--- src/rtl/cpu_pkg.sv ---
// Shared types for the multicycle CPU: opcodes, FSM states, flag bit positions.
// Latency: n/a (types and constants only).
// Backpressure: n/a.
package cpu_pkg;

  typedef enum logic [3:0] {
    OP_NOP  = 4'h0,
    OP_ADD  = 4'h1,
    OP_SUB  = 4'h2,
    OP_AND  = 4'h3,
    OP_OR   = 4'h4,
    OP_ADDI = 4'h5,
    OP_LD   = 4'h6,
    OP_ST   = 4'h7,
    OP_JMP  = 4'h8,
    OP_JZ   = 4'h9,
    OP_JC   = 4'hA,
    OP_JN   = 4'hB,
    OP_IN   = 4'hC,
    OP_OUT  = 4'hD,
    OP_CMP  = 4'hE,
    OP_HALT = 4'hF
  } opcode_e;

  typedef enum logic [1:0] {
    S_HALT  = 2'd0,
    S_FETCH = 2'd1,
    S_EXEC  = 2'd2,
    S_MEM   = 2'd3
  } state_e;

  localparam int FLAG_Z = 0;
  localparam int FLAG_C = 1;
  localparam int FLAG_N = 2;
  localparam int FLAG_W = 3;

  // Opcodes that go through the ALU and update the flags.
  function automatic logic is_alu_op(input opcode_e op);
    return op inside {OP_ADD, OP_SUB, OP_AND, OP_OR, OP_ADDI, OP_CMP};
  endfunction

endpackage

--- src/rtl/cpu_alu.sv ---
// Combinational ALU: result and Z/C/N flags for ADD/ADDI/SUB/CMP/AND/OR.
// Latency: 0 cycles (pure combinational).
// Backpressure: none.
// Ports: op_i opcode, a_i/b_i operands, result_o result, flags_o {N,C,Z} indexed by FLAG_*.
module cpu_alu
  import cpu_pkg::*;
#(
  parameter int DATA_W = 8
) (
  input  opcode_e             op_i,
  input  logic [DATA_W-1:0]   a_i,
  input  logic [DATA_W-1:0]   b_i,
  output logic [DATA_W-1:0]   result_o,
  output logic [FLAG_W-1:0]   flags_o
);

  logic [DATA_W:0] wide;
  logic            carry;

  always_comb begin
    wide  = '0;
    carry = 1'b0;
    case (op_i)
      OP_ADD, OP_ADDI: begin
        wide  = {1'b0, a_i} + {1'b0, b_i};
        carry = wide[DATA_W];
      end
      // C means borrow for subtraction: set when a < b unsigned.
      OP_SUB, OP_CMP: begin
        wide  = {1'b0, a_i} - {1'b0, b_i};
        carry = (a_i < b_i);
      end
      OP_AND:  wide = {1'b0, a_i & b_i};
      OP_OR:   wide = {1'b0, a_i | b_i};
      default: wide = '0;
    endcase
    result_o         = wide[DATA_W-1:0];
    flags_o          = '0;
    flags_o[FLAG_Z]  = (result_o == '0);
    flags_o[FLAG_C]  = carry;
    flags_o[FLAG_N]  = result_o[DATA_W-1];
  end

endmodule

--- src/rtl/cpu_multicycle.sv ---
// Multicycle accumulator-style CPU with unified program/data memory, run/step control and I/O ports.
// Latency: ALU/NOP/jump 2 cycles, LD/ST 3 cycles, IN/OUT 2 cycles plus handshake stall.
// Backpressure: IN stalls in EXEC until in_valid; OUT holds out_valid/out_data until out_ready.
// Ports: clk/reset (sync, active-high); run/step control; prog_* memory load port (HALT only);
//        in_* / out_* valid-ready ports; pc/instr/halted debug; dbg_sel -> dbg_data register readback.
module cpu_multicycle
  import cpu_pkg::*;
#(
  parameter  int DATA_W = 8,
  parameter  int ADDR_W = 4,
  parameter  int REG_N  = 4,
  localparam int RS_W   = $clog2(REG_N),
  localparam int IW     = 4 + 2*RS_W + ADDR_W
) (
  input  logic              clk,
  input  logic              reset,
  input  logic              run,
  input  logic              step,
  input  logic              prog_we,
  input  logic [ADDR_W-1:0] prog_addr,
  input  logic [IW-1:0]     prog_data,
  input  logic [DATA_W-1:0] in_data,
  input  logic              in_valid,
  output logic              in_ready,
  output logic [DATA_W-1:0] out_data,
  output logic              out_valid,
  input  logic              out_ready,
  output logic [ADDR_W-1:0] pc,
  output logic [IW-1:0]     instr,
  output logic              halted,
  input  logic [RS_W-1:0]   dbg_sel,
  output logic [DATA_W-1:0] dbg_data
);

  state_e              state_q;
  logic [ADDR_W-1:0]   pc_q;
  logic [ADDR_W-1:0]   pc_d;
  logic [IW-1:0]       instr_q;
  logic [DATA_W-1:0]   regs_q [REG_N];
  logic [FLAG_W-1:0]   flags_q;
  logic                step_q;   // current instruction was started by step, not run
  logic [IW-1:0]       mem_q [2**ADDR_W];

  // Decode of the latched instruction {op, rd, rs, imm}.
  opcode_e             op;
  logic [RS_W-1:0]     rd;
  logic [RS_W-1:0]     rs;
  logic [ADDR_W-1:0]   imm;
  logic [DATA_W-1:0]   rd_val;
  logic [DATA_W-1:0]   rs_val;
  logic [ADDR_W-1:0]   mem_addr;

  assign op       = opcode_e'(instr_q[IW-1 -: 4]);
  assign rd       = instr_q[ADDR_W+RS_W +: RS_W];
  assign rs       = instr_q[ADDR_W +: RS_W];
  assign imm      = instr_q[ADDR_W-1:0];
  assign rd_val   = regs_q[rd];
  assign rs_val   = regs_q[rs];
  assign mem_addr = rs_val[ADDR_W-1:0];

  logic [DATA_W-1:0]   alu_b;
  logic [DATA_W-1:0]   alu_res;
  logic [FLAG_W-1:0]   alu_flags;

  assign alu_b = (op == OP_ADDI) ? DATA_W'(imm) : rs_val;

  cpu_alu #(.DATA_W(DATA_W)) u_alu (
    .op_i     (op),
    .a_i      (rd_val),
    .b_i      (alu_b),
    .result_o (alu_res),
    .flags_o  (alu_flags)
  );

  logic taken;
  logic exec_done;
  logic resume;

  always_comb begin
    taken = 1'b0;
    case (op)
      OP_JMP:  taken = 1'b1;
      OP_JZ:   taken = flags_q[FLAG_Z];
      OP_JC:   taken = flags_q[FLAG_C];
      OP_JN:   taken = flags_q[FLAG_N];
      default: taken = 1'b0;
    endcase
  end

  always_comb begin
    exec_done = 1'b1;
    if (op == OP_IN)       exec_done = in_valid;
    else if (op == OP_OUT) exec_done = out_ready;
  end

  // HALT keeps its own address so re-running re-executes it.
  assign pc_d   = (op == OP_HALT) ? pc_q : (taken ? imm : pc_q + ADDR_W'(1));
  // Continue only when free-running; a stepped instruction or falling run parks in HALT.
  assign resume = run && !step_q && (op != OP_HALT);

  assign in_ready  = (state_q == S_EXEC) && (op == OP_IN) && in_valid;
  assign out_valid = (state_q == S_EXEC) && (op == OP_OUT);
  assign out_data  = out_valid ? rd_val : '0;
  assign pc        = pc_q;
  assign instr     = instr_q;
  assign halted    = (state_q == S_HALT);
  assign dbg_data  = regs_q[dbg_sel];

  // Memory is not reset; the external load port only works while halted.
  logic              mem_we;
  logic [ADDR_W-1:0] mem_waddr;
  logic [IW-1:0]     mem_wdata;

  always_comb begin
    mem_we    = 1'b0;
    mem_waddr = prog_addr;
    mem_wdata = prog_data;
    if (state_q == S_HALT && prog_we) begin
      mem_we = 1'b1;
    end else if (state_q == S_MEM && op == OP_ST) begin
      mem_we    = 1'b1;
      mem_waddr = mem_addr;
      mem_wdata = IW'(rd_val);
    end
  end

  always_ff @(posedge clk) begin
    if (mem_we && !reset) mem_q[mem_waddr] <= mem_wdata;
  end

  always_ff @(posedge clk) begin
    if (reset) begin
      state_q <= S_HALT;
      pc_q    <= '0;
      instr_q <= '0;
      flags_q <= '0;
      step_q  <= 1'b0;
      for (int i = 0; i < REG_N; i++) regs_q[i] <= '0;
    end else begin
      case (state_q)
        S_HALT: begin
          if (run || step) begin
            state_q <= S_FETCH;
            step_q  <= !run;
          end
        end
        S_FETCH: begin
          instr_q <= mem_q[pc_q];
          state_q <= S_EXEC;
        end
        S_EXEC: begin
          if (op == OP_LD || op == OP_ST) begin
            state_q <= S_MEM;
          end else if (exec_done) begin
            if (is_alu_op(op)) begin
              flags_q <= alu_flags;
              if (op != OP_CMP) regs_q[rd] <= alu_res;
            end
            if (op == OP_IN) regs_q[rd] <= in_data;
            pc_q    <= pc_d;
            state_q <= resume ? S_FETCH : S_HALT;
          end
        end
        S_MEM: begin
          if (op == OP_LD) regs_q[rd] <= DATA_W'(mem_q[mem_addr]);
          pc_q    <= pc_d;
          state_q <= resume ? S_FETCH : S_HALT;
        end
        default: state_q <= S_HALT;
      endcase
    end
  end

endmodule

--- config.mk ---
export PLATFORM = sky130hd
export DESIGN_NAME = cpu_multicycle
export DESIGN_NICKNAME = d
export VERILOG_FILES = /design/src/rtl/cpu_pkg.sv /design/src/rtl/cpu_alu.sv /design/src/rtl/cpu_multicycle.sv
export SDC_FILE = /design/constraint.sdc
export NUM_CORES = 1
export LEC_CHECK = 0
export BUFFER_PORTS_ARGS = -buffer_cell sky130_fd_sc_hd__buf_4
export CAP_MARGIN = 20
export CORE_MARGIN = 1
export CORE_UTILIZATION = 40
export CTS_CLUSTER_DIAMETER = 200
export CTS_CLUSTER_SIZE = 40
export DETAILED_ROUTE_END_ITERATION = 12
export PLACE_DENSITY = 0.64
export SETUP_SLACK_MARGIN = 0.02
export SLEW_MARGIN = 20
export SYNTH_ARGS = -nofsm -noshare
export SYNTH_HDL_FRONTEND = slang
export SYNTH_HIERARCHICAL = 1
export SYNTH_SLANG_ARGS = --single-unit
export TNS_END_PERCENT = 1
--- constraint.sdc ---
create_clock -name clk -period 9.9 [get_ports clk]
set_input_delay 0.99 -clock clk [delete_from_list [all_inputs] [get_ports clk]]
set_output_delay 0.99 -clock clk [all_outputs]
set_load 0.02 [all_outputs]
# Word level (Yosys, flattened, before mapping)
# Memory sizes are Yosys's and may differ from the RTL's. A register that Yosys moved wholly into a read port is not among the register bits.
# Index checks and enable logic that the tools add are counted.
# totals
regBits,10
mem_bits_rw,224
output_inout_bits,35
memories,2
# mem_list
memory,words,width,read_ports,rd_ports_with_merged_regs,wr,line_no,source
mem_q,16,12,2,1,1,cpu_multicycle.sv:42,logic [IW-1:0] mem_q [2**ADDR_W];
regs_q,4,8,3,0,4,cpu_multicycle.sv:39,logic [DATA_W-1:0] regs_q [REG_N];
# op_classes
n_addsub,3
magnitude_cmp,1
eq_ne,24
n_mux,49
n_bitwise,5
reduce_logical,24
# op_table
cell,n
$mux W8,5
$eq A4 B4 Y1 const B,8
$pmux W8 S4,1
$mux W1,27
$mux W12,2
$mux W4,6
$eq A4 B3 Y1 const B,4
$add A8 B8 Y9,1
$and A8 B8 Y8,1
$eq A4 B2 Y1 const B,2
$logic_and A1 B1 Y1,8
$logic_not A8 Y1,1
$lt A8 B8 Y1,1
$mux W2,4
$ne A4 B4 Y1 const B,2
$or A8 B8 Y8,1
$pmux W2 S4,1
$pmux W4 S2,1
$reduce_or A8 Y1,1
$sub A8 B8 Y8,1
$reduce_bool A6 Y1,1
$add A4 B1 Y4 const B,1
$eq A2 B2 Y1 const B,2
$eq A4 B1 Y1 const B,1
other kinds (16),23

# Longest topological paths before layout
# logic_depth
word_depth,12
ltp_mapped,19

# Modules after synthesis
# The synthesis kept the hierarchy.
# by_module_without_submodules
module,n_inst,cells_per_inst,area_per_inst_um2
cpu_multicycle,1,764,12006.5
cpu_alu,1,146,1107.3

# Worst setup path before layout
# No wires, ideal clock.
# synth_timing
path_type,flip-flop to flip-flop
start,"register instr_q[4], in the netlist instr[4], read port of mem_q"
end,"memory regs_q[0][6], data pin"
t_arrival_ns,3.964
required_ns,9.645
setup_slack_ns,5.681
stages_incl_launch_ff,17
path_buffers,4
period_less_slack_ns,4.219
path_cell_list,dfxtp_1 > buf_6 > mux4_2 > buf_6 > buf_12 > buf_6 > mux2_2 > ha_1 > fa_1 > o21ba_2 > o41ai_1 > o221ai_1 > a21o_1 > a221oi_1 > or3_1 > inv_2 > and2_1
# synth_rtl
item,line_no,source
from (decl),cpu_multicycle.sv:38,logic [IW-1:0] instr_q;
to (decl),cpu_multicycle.sv:39,

==> impl_metrics.ini <==
[cells_and_area]
finalNonFillerCells = 1389
final_util = 0.450
diodes = 0
area_delta_synth_final_pct = 9.35
drive_above_1_share = 0.249
seqCellArea_mm2 = 0.00717
fill_cells = 2846
finish.net_count = 1011
multiInputGateArea_mm2 = 0.00548

[drt]
wirelength_um = 35700
drc = 0
ant_nets = 0
post_drt_wl_per_cell_um = 25.7
dr.pass1.iters = 5
viasPerCell = 5.97
vias = 8295
drtIter0Drc = 748

[floorplan]
die-area_mm2 = 0.0335
core_area_mm2 = 0.0319
start_util = 0.411
fp.dieW_um = 183
ios = 68
die_h_um = 183
rows = 65

[critical_path]
reg2reg_from = instr[9]
crit_type = reg2reg
cp.arrival_ns = 5.10
cp_common_cell = o21ai_0
crit_chain = nor2b_1 > nor3b_1 > buf_4 > o21ai_0 > inv_1 > ha_1 > o21bai_1 > a21oi_1 > o221ai_1 > a221oi_1 > o22ai_1 > nand4_1 > o21ai_0 > a221oi_2 > nor2_1 > and2_1
critical-path-slowest-cell = dfxtp_1
reg2reg_depth = 16
cp_num_buf_inv = 2
slowest_delay_ns = 0.95
cp_num_cells = 16
crit_start = instr[9]
path_delay_family = compound AO/OA/AOI/OAI gates
startpoint_type = register
cp_max_fo = 27
crit_path_end_kind = register
cp.required_ns = 10.18

[cts]
post_cts_resized = 0
clk_path_buf_depth = 3
cts_buffers = 10
cts.sinks = 246
cts_tree = yes
cts-root-buf = clkbuf_16
cts.htree.levels = 1
cts_setup_buffers = 0
clkSlewWorstSetupHoldPaths_ns = 0.16
clk_latency_ns = 0.51
hold_buffers = 0

[timing]
tns_ns = 0
setup_viol = 0
report.final.slew_viol_count = 0
worst_pin_slew_ns = 1.08
rsz0062_at_grt = false
layout_worst_path_cycle_share = 0.486
skew_ns = 0.0622
max_slew_margin = 0.281
post-route-min-period_ns = 4.81
max_freq_mhz = 208
finalHoldViolations = 0

[logic_synthesis]
ys_seq_area_frac = 0.547
synthesis.area_mm2 = 0.0131
synth_edf_count = 224
synth_seq_cells = 246
postSynthAreaPerCell_um2 = 14.4
synth_cell_types = 69
synth_nets = 971
synth-async-reset-ratio = 0
ys_warn_count = 6
netlist_instances = 910
ys.flop_type = edfxtp_1

[placement]
globalplace.congestion = 0.917
place_hpwl_um = 24600
dp_cells = 1372
portBuffers = 67

[grt]
grtUsageTotal = 0.216
grt_max_degree = 53
grt_pass1_wl_um = 53400
antenna_found_initial = 0
grt_pass1_vias = 8252
grt-ovfl-total = 0

[worst_hold_path]
hp-start = flags_q[0]
holdCritPathClass = reg2reg
hold_path_depth = 2

[power_and_ir_drop]
peakVddDrop_mv = 0.136
powerDensity_mw_per_mm2 = 147
p_leak_nw = 4.84

[run_status]
status = complete, no violations

[job]
drv_cap = 0
-- power breakdown --
group          total (mW)  internal [mW]  switching [mW]
clock network       0.533          0.213           0.320
registers            1.17           1.15          0.0247
logic               0.397          0.164           0.233
-- routing by layer --
metal  part of all wire  vias up  track usage
met2               0.49      335        0.362
met4              0.023        0       0.0567
met5                  0        -            0
met3              0.062       48       0.0264
li1                   -     3657            -
met1               0.43     4255        0.296
-- area by class of cell --
cell class / instances / area share
well taps: 435 / 0.0380
inverters: 38 / 0.00995
repair buffers: 91 / 0.0477
clock inverters: 1 / 0.00209
multi-input cells: 563 / 0.382
flip-flops and latches: 246 / 0.500
clock buffers: 15 / 0.0202
-- worst paths after layout --
check	endpoint	slack (ns)
worst max-delay path	regs_q[0][7]	5.09
worst min-delay path	flags_q[0]	0.52
worst max register to register	regs_q[0][7]	5.09
worst min register to register	flags_q[0]	0.52
-- cells in the mapped netlist, types with 9 or more instances --
master / instances / area [um2]
nor2b_1: 13 / 81.3
nand2_1: 40 / 150
nand3_1: 10 / 50.1
a21oi_1: 27 / 135
a31oi_1: 9 / 56.3
dfxtp_1: 22 / 440
mux4_2: 83 / 1870
clkbuf_1: 28 / 105
nor2_1: 53 / 199
inv_1: 35 / 131
mux2i_1: 91 / 911
o221ai_1: 17 / 149
o21ai_0: 28 / 140
nor3b_1: 11 / 82.6
edfxtp_1: 224 / 6730
buf_2: 16 / 80.1
nor3_1: 14 / 70.1
and2_1: 25 / 156
ha_1: 26 / 325
mux2_2: 12 / 135
-- cells by family after synthesis --
| kind of cell | count (synthesis) | synth area share |
|---|---|---|
| AOI/OAI and AO/OA | 140 | 0.0803 |
| buffers and inverters | 101 | 0.0379 |
| muxes | 186 | 0.222 |
| and+or+nand+nor | 206 | 0.0831 |
| adders and majority gates | 28 | 0.0279 |
| xor gates and xnor gates | 3 | 0.00200 |
| DFF | 246 | 0.547 |
-- cell usage in the layout (no fill, tap or decap), drive strengths merged, types with 5 or more instances in the layout --
| master | count |
|---|---|
| nor3b | 11 |
| and2 | 26 |
| mux2 | 12 |
| a31oi | 9 |
| buf | 91 |
| dfxtp | 22 |
| mux4 | 83 |
| nand3b | 5 |
| nand2b | 5 |
| inv | 38 |
| o221ai | 17 |
| a211oi | 10 |
| nand4 | 8 |
| ha | 26 |
| mux2i | 91 |
| nor2b | 13 |
| nand3 | 10 |
| clkbuf | 15 |
| a21oi | 27 |
| nand2 | 40 |
| nor3 | 14 |
| edfxtp | 224 |
| a221oi | 14 |
| o21ai | 28 |
| nor2 | 53 |
-- worst min-delay path, stage by stage (launching register included) --
cell and delay [ns]:
dfxtp_1 0.36, mux2i_1 0.07, nor2_1 0.07
-- state kept, by name (all words and copies together) (netlist names) --
signal and cells:
flags_q 3, instr 12, mem_q 192, pc 4, regs_q 32, state_q 2
step_q 1
-- through the flow --
stage / area [um2] / hold slack, ns / setup slack (ns) / power, mW
floorplan: 13100 / 0.463 / 5.68 / 1.48
CTS: 14300 / 0.530 / 5.12 / 2.11
global placement: 14000 / 0.483 / 5.27 / 1.59
finish: 14300 / 0.524 / 5.09 / 2.10
detailed placement: 14000 / 0.494 / 5.15 / 1.59
global route: 14300 / 0.554 / 4.63 / 2.18
No activity file was read; power rests on OpenSTA's default activity.
